<file path="src/rtl/seq_adder.sv">
// Slice-serial adder: sums A+B+cin one SLICE-bit chunk per cycle and
// publishes S with carry/negative/zero/overflow flags on a one-cycle done pulse.
module seq_adder #(
  parameter int WIDTH = 32,
  parameter int SLICE = 8
) (
  input  logic             clk,
  input  logic             rst_n,
  input  logic             start,
  input  logic [WIDTH-1:0] A,
  input  logic [WIDTH-1:0] B,
  input  logic             cin,
  output logic             ready,
  output logic             done,
  output logic [WIDTH-1:0] S,
  output logic             cout,
  output logic             N,
  output logic             Z,
  output logic             V
);

  localparam int NSL = WIDTH / SLICE;
  localparam int IW  = (NSL > 1) ? $clog2(NSL) : 1;

  typedef enum logic [1:0] {IDLE, CALC, DONE} state_t;

  state_t           state, state_nx;
  logic [WIDTH-1:0] a_q, b_q, shadow, shadow_nx;
  logic             carry;
  logic [IW-1:0]    idx;
  logic [SLICE:0]   slice_sum;
  logic             last;

  always_ff @(posedge clk) begin
    if (!rst_n) state <= IDLE;
    else        state <= state_nx;
  end

  always_comb begin
    state_nx = state;
    ready    = 1'b0;
    done     = 1'b0;
    case (state)
      IDLE: begin
        ready = 1'b1;
        if (start) state_nx = CALC;
      end
      CALC: if (last) state_nx = DONE;
      DONE: begin
        done     = 1'b1;
        state_nx = IDLE;
      end
      default: state_nx = IDLE;
    endcase
  end

  always_comb begin
    slice_sum = {1'b0, a_q[idx*SLICE +: SLICE]}
              + {1'b0, b_q[idx*SLICE +: SLICE]}
              + (SLICE+1)'(carry);
    last      = (int'(idx) == NSL - 1);
    shadow_nx = shadow;
    shadow_nx[idx*SLICE +: SLICE] = slice_sum[SLICE-1:0];
  end

  // Result and flags load on the edge that enters DONE, so they are already
  // valid during the done cycle and untouched at every other edge.
  always_ff @(posedge clk) begin
    if (!rst_n) begin
      a_q    <= '0;
      b_q    <= '0;
      shadow <= '0;
      carry  <= 1'b0;
      idx    <= '0;
      S      <= '0;
      cout   <= 1'b0;
      N      <= 1'b0;
      Z      <= 1'b0;
      V      <= 1'b0;
    end else begin
      case (state)
        IDLE: if (start) begin
          a_q    <= A;
          b_q    <= B;
          carry  <= cin;
          idx    <= '0;
          shadow <= '0;
        end
        CALC: begin
          shadow <= shadow_nx;
          carry  <= slice_sum[SLICE];
          idx    <= idx + IW'(1);
          if (last) begin
            S    <= shadow_nx;
            cout <= slice_sum[SLICE];
            N    <= shadow_nx[WIDTH-1];
            Z    <= (shadow_nx == '0);
            V    <= (a_q[WIDTH-1] == b_q[WIDTH-1]) && (shadow_nx[WIDTH-1] != a_q[WIDTH-1]);
          end
        end
        default: ;
      endcase
    end
  end

endmodule

</file>
<file path="config.mk">
export PLATFORM = sky130hd
export DESIGN_NAME = seq_adder
export DESIGN_NICKNAME = d
export VERILOG_FILES = /design/src/rtl/seq_adder.sv
export SDC_FILE = /design/constraint.sdc
export NUM_CORES = 1
export LEC_CHECK = 0
export CAP_MARGIN = 20
export CORE_ASPECT_RATIO = 0.9
export CORE_UTILIZATION = 40
export DETAILED_ROUTE_END_ITERATION = 8
export SETUP_SLACK_MARGIN = 0.1
export SLEW_MARGIN = 20
export SYNTH_ARGS = -nofsm -noshare
export SYNTH_HDL_FRONTEND = slang
export SYNTH_SLANG_ARGS = --single-unit
</file>
<file path="constraint.sdc">
create_clock -name clk -period 7 [get_ports clk]
set_input_delay 1.05 -clock clk [delete_from_list [all_inputs] [get_ports clk]]
set_output_delay 1.05 -clock clk [all_outputs]
set_load 0.05 [all_outputs]
</file>
==> flow_metrics.tcl, run 1 <==
set metrics [dict create \
    status "finished, final reports clean" \
    vias_per_cell 5.39 \
    pre_cts_ws_ns 3.19 \
    path_max_fanout 21 \
    area_delta_synth_final_pct 28.1 \
    final_core_util_pct 53.2 \
    synth_cell_types 52 \
    rsz0062_at_grt "no" \
    synth_ff_type "dfxtp_1" \
    setup_viol 0 \
    grt_pass1_wl_um 27800 \
    cellPowerDensity_mw_per_mm2 251 \
    clkLatencyLatePin_ns 0.42 \
    drtAntennaViolNets 0 \
    grt_usage_pct 22.6 \
    fin_tns_setup_ns 0 \
    final_cell_mix "nand2_1, dfxtp_1, clkdlybuf4s50_1, a21oi_1, nor2_1" \
    final_area_sq_mm 0.00791 \
    totalWireLength_um 17100 \
    postSynthAreaPerCell_sq_um 8.13 \
    drive_above_1_share_pct 6.86 \
    skew_ns 0.00787 \
    setup_ws_ns 3.08 \
    cts_buffers 17 \
    syn_nets 842 \
    synth_edf_count 0 \
    vias 5627 \
    ys_seq_area_share_pct 44.1 \
    ios 106 \
    worst_path_dominant_cell_family "flip-flops" \
    cp_slowest_cell "dfxtp_1" \
    r2r_start "idx[1]" \
    core_sq_mm 0.0149 \
    layout.nets 916 \
    multi_input_area_sq_mm 0.00315 \
    clock_path_buffers 2 \
    max_cap_violations 0 \
    max_freq_mhz 255 \
    synth-warning-count 0 \
    worst_pin_slew_ns 1.03 \
    async_flop_share_pct 0 \
    fill_cells 1386 \
    crit_path_start "idx[1]" \
    overflow 0 \
    drtIter0Drc 385 \
    cts.clk_slew.worst_paths_ns 0.06 \
    cp_cell_sequence "mux4_2 -> fa_1 -> fa_1 -> xor2_1 -> a21oi_1 -> nand4_1 -> nor4_1 -> o2111ai_1 -> o31ai_1" \
    syn_area_sq_mm 0.00617 \
    dr_wl_met3_um 950 \
    ys_ff_latch 136 \
    layout_commonest_cell "nand2_1" \
    slew_headroom_pct 31.0 \
    num_rows 42 \
    antenna_found_initial 0 \
    die_area_sq_mm 0.0159 \
    h-tree-depth 4 \
    cp-start-kind "flip-flop" \
    routedWlPerCell_um 16.3 \
    ir_worst_vdd_v 0.000183 \
    hpwl_um 11600 \
    finalCritPeriodShare_pct 56.0 \
    antenna_cells 0 \
    ctsHoldBuffers 0 \
    grt_pass1_vias 5353 \
    ctsResizeCount 0 \
    firstDrtPassIters 5 \
    topRoutingLayerUsed "met4" \
    critical_path_class "flip-flop to flip-flop" \
    routabilityCongestion 0.853 \
    grt_max_degree 99 \
    wl_met1_um 8390 \
    cts_tree "done" \
    hp-start "a_q[17]" \
    cts_num_sinks 136 \
    route.met2.wl_um 7510 \
    end_kind "flip-flop" \
    power.total_mw 1.98 \
    die_w_um 133 \
    regArea_sq_mm 0.00272 \
    cpMostUsedCell "fa_1" \
    cp.arrival_ns 4.25 \
    hold_viol 0 \
    cp.required_ns 7.33 \
    root_buffer "clkbuf_16" \
    die_h_um 120 \
    synthCells 759 \
    port_buffers 105 \
    cts_setup_buffers 0 \
    cpPeakStageDelay_ns 1.00 \
    hold_path_class "flip-flop to flip-flop" \
    post_dp_cell_area_sq_mm 0.00730 \
    p_leak_nw 2.87 \
    drcViolationCount 0 \
    crit_buf_inv 0 \
    min_period_ns 3.92 \
    start_util_pct 41.5 \
    slew_viol_final 0 \
]
==> cell type report <==
cell class	instances	share of cell area (%)
inverters	20	0.965
flip-flops and latches	136	34.4
clock buffers	20	5.78
well taps	198	3.13
repair buffers	112	14.0
clock inverters	12	1.90
multi-input cells	546	39.8
==> cells by family after synthesis <==
family / count (synthesis) / share of synthesized area [%]
AOI/OAI and AO/OA: 190 / 18.6
buffers and inverters: 77 / 4.89
xor gates and xnor gates: 3 / 0.426
DFF: 136 / 44.1
adders and majority gates: 15 / 3.28
and+or+nand+nor: 321 / 22.7
muxes: 17 / 6.00
==> where the power goes <==
group	internal, mW	switching, mW
Combinational	0.102	0.146
Clock	0.576	0.340
Sequential	0.801	0.0169
==> cells in the mapped netlist, drive strengths merged, types with 2 or more instances <==
| master | count | area share, % |
|---|---|---|
| a21oi | 92 | 7.5 |
| buf | 9 | 0.75 |
| nor4bb | 3 | 0.49 |
| and2 | 2 | 0.20 |
| nor3 | 18 | 1.5 |
| o221ai | 3 | 0.43 |
| nor2b | 18 | 1.8 |
| a211oi | 20 | 2.4 |
| clkbuf | 48 | 2.9 |
| o22ai | 13 | 1.3 |
| nor2 | 82 | 5.0 |
| o211a | 3 | 0.49 |
| a21o | 3 | 0.36 |
| ha | 13 | 2.6 |
| dfxtp | 136 | 44 |
| o211ai | 2 | 0.24 |
| a221oi | 2 | 0.28 |
| o21a | 6 | 0.73 |
| xor2 | 2 | 0.28 |
| or3 | 2 | 0.20 |
| mux4 | 16 | 5.8 |
| nand2b | 3 | 0.30 |
| or4 | 2 | 0.24 |
| nand4 | 3 | 0.30 |
| a22oi | 2 | 0.24 |
| and3 | 2 | 0.20 |
| nand2 | 150 | 9.1 |
| o21ai | 12 | 0.97 |
| and3b | 2 | 0.28 |
| inv | 20 | 1.2 |
| nand3 | 26 | 2.1 |
| fa | 2 | 0.65 |
| a31oi | 24 | 2.4 |
| nor3b | 3 | 0.36 |
==> worst reg2reg max path: cells and delay by family, from the launching register on <==
| family | cells | cell delay (ns) |
|---|---|---|
| simple gates | 2 | 0.57 |
| mux | 1 | 0.45 |
| xor+xnor | 1 | 0.22 |
| fa+ha+maj | 2 | 0.92 |
| compound gates | 3 | 0.68 |
| flops | 1 | 1.00 |
==> flip-flops by register name, summed over array words and instances, names as in the netlist <==
| name | count |
|---|---|
| b_q | 32 |
| S | 32 |
| V | 1 |
| a_q | 32 |
| shadow | 32 |
| idx | 2 |
| cout | 1 |
| carry | 1 |
| state | 2 |
| Z | 1 |
==> layer usage <==
layer	GRT usage, %	up-vias
met5	0	-
met4	6.90	0
met3	5.07	18
met2	33.7	176
met1	32.2	2650
li1	-	2783
==> stage by stage <==
step	std cells	hold WS (ns)
after detailed placement	1012	0.447
after CTS	1044	0.455
after floorplan	759	0.433
final	1044	0.452
after global placement	1012	0.440
after global routing	1044	0.472
==> path summary, 6_finish.rpt <==
kind	to	slack, ns	depth (start not counted)
setup / recovery	Z	3.08	9
hold reg to reg	a_q[17]	0.45	2
setup reg to reg	Z	3.08	9
hold / removal	a_q[17]	0.45	2
Power figures use the tool's default switching activity.
==> run 2: changes to the inputs <==
clock period = 3.8 ns   (was 7 ns; I/O delays follow)
==> flow_metrics.tcl, run 2 (synthesized netlist as in run 1, its figures left out) <==
set metrics [dict create \
    cts_tree "done" \
    ctsResizeCount 0 \
    worst_pin_slew_ns 0.876 \
    r2r_start "idx[0]" \
    cpMostUsedCell "fa_1" \
    end_kind "flip-flop" \
    p_leak_nw 2.91 \
    cellPowerDensity_mw_per_mm2 454 \
    cp.arrival_ns 3.75 \
    port_buffers 105 \
    drive_above_1_share_pct 7.39 \
    cts_setup_buffers 0 \
    slew_headroom_pct 41.6 \
    overflow 0 \
    area_delta_synth_final_pct 28.9 \
    layout.nets 924 \
    die_area_sq_mm 0.0159 \
    layout_commonest_cell "nand2_1" \
    firstDrtPassIters 5 \
    routabilityCongestion 0.871 \
    cpPeakStageDelay_ns 0.54 \
    slew_viol_final 0 \
    crit_buf_inv 0 \
    hpwl_um 12000 \
    critical_path_class "flip-flop to flip-flop" \
    stdcell_count 1050 \
    final_area_sq_mm 0.00796 \
    ctsHoldBuffers 0 \
    ir_worst_vdd_v 0.000343 \
    status "finished, final reports clean" \
    cts_num_sinks 136 \
    cts.clk_slew.worst_paths_ns 0.05 \
    clock_path_buffers 2 \
    hp-start "b_q[8]" \
    start_util_pct 41.5 \
    root_buffer "clkbuf_16" \
    hold_path_class "flip-flop to flip-flop" \
    die_w_um 133 \
    grt_pass1_vias 5318 \
    cts_buffers 17 \
    worst_path_dominant_cell_family "compound AO/OA/AOI/OAI gates" \
    core_sq_mm 0.0149 \
    hold_viol 0 \
    grt_max_degree 79 \
    setup_viol 0 \
    finalCritPeriodShare_pct 89.9 \
    setup_ws_ns 0.382 \
    antenna_cells 0 \
    final_cell_mix "nand2_1, dfxtp_1, clkdlybuf4s50_1, a21oi_1, nor2_1" \
    drcViolationCount 0 \
    die_h_um 120 \
    drtAntennaViolNets 0 \
    grt_pass1_wl_um 27600 \
    antenna_found_initial 0 \
    place_inst 1020 \
    clkLatencyLatePin_ns 0.43 \
    vias 5686 \
    cp.required_ns 4.13 \
    fin_tns_setup_ns 0 \
    cp_cell_sequence "mux4_2 -> fa_1 -> fa_1 -> a211oi_1 -> or4_1 -> nand3_1 -> a221oi_1 -> o2111ai_1 -> o31ai_1" \
    totalWireLength_um 17200 \
    max_cap_violations 0 \
    num_rows 42 \
    crit_path_start "idx[0]" \
    ios 106 \
    path_max_fanout 4 \
    routedWlPerCell_um 16.4 \
    vias_per_cell 5.42 \
    cp_slowest_cell "mux4_2" \
    post_dp_cell_area_sq_mm 0.00737 \
    pre_cts_ws_ns 0.452 \
    h-tree-depth 4 \
    max_freq_mhz 293 \
    drtIter0Drc 509 \
    grt_usage_pct 22.5 \
    min_period_ns 3.42 \
    skew_ns 0.0113 \
    rsz0062_at_grt "no" \
    cp-start-kind "flip-flop" \
]
-- run 2: cell type report --
type	instances	area [sq um]
timing repair buffer	120	1180
fill	1411	6920
clock inverter	7	93.8
sequential	136	2720
clock buffer	23	488
tap	198	248
multi-input combinational	546	3150
inverter	20	76.3
-- run 2: through the flow --
stage                     util, %  hold WS (ns)  power [mW]
after floorplan                 -         0.433        1.82
after global placement       49.6         0.443        1.99
after detailed placement     49.6         0.447        2.00
after CTS                    53.5         0.455        3.63
after global routing         53.5         0.475        3.75
final                        53.5         0.453        3.61
-- run 2: final timing paths --
path | depth (start not counted) | to | slack [ns]
setup / recovery | 9 | Z | 0.38
hold / removal | 2 | b_q[8] | 0.45
setup reg to reg | 9 | Z | 0.38
hold reg to reg | 2 | b_q[8] | 0.45
-- run 2: where the power goes --
| part | switching (mW) | leakage [nW] | internal [mW] |
|---|---|---|---|
| Sequential | 0.0303 | 1.11 | 1.48 |
| Clock | 0.606 | 0.281 | 1.03 |
| Combinational | 0.276 | 1.52 | 0.195 |
| Total | 0.913 | 2.91 | 2.70 |
-- run 2: worst register-to-register path, cell delays in order, from the launching register on --
cell	delay [ns]
dfxtp_1	0.41
mux4_2	0.54
fa_1	0.46
fa_1	0.44
a211oi_1	0.40
or4_1	0.19
nand3_1	0.12
a221oi_1	0.35
o2111ai_1	0.16
o31ai_1	0.25
-- run 2: metal layers --
metal	vias up	global-route usage, %	wire length, um
met5	-	0	0
met4	0	7.47	253
met3	26	5.58	999
met2	207	33.6	7580
met1	2647	31.7	8420
li1	2806	-	-
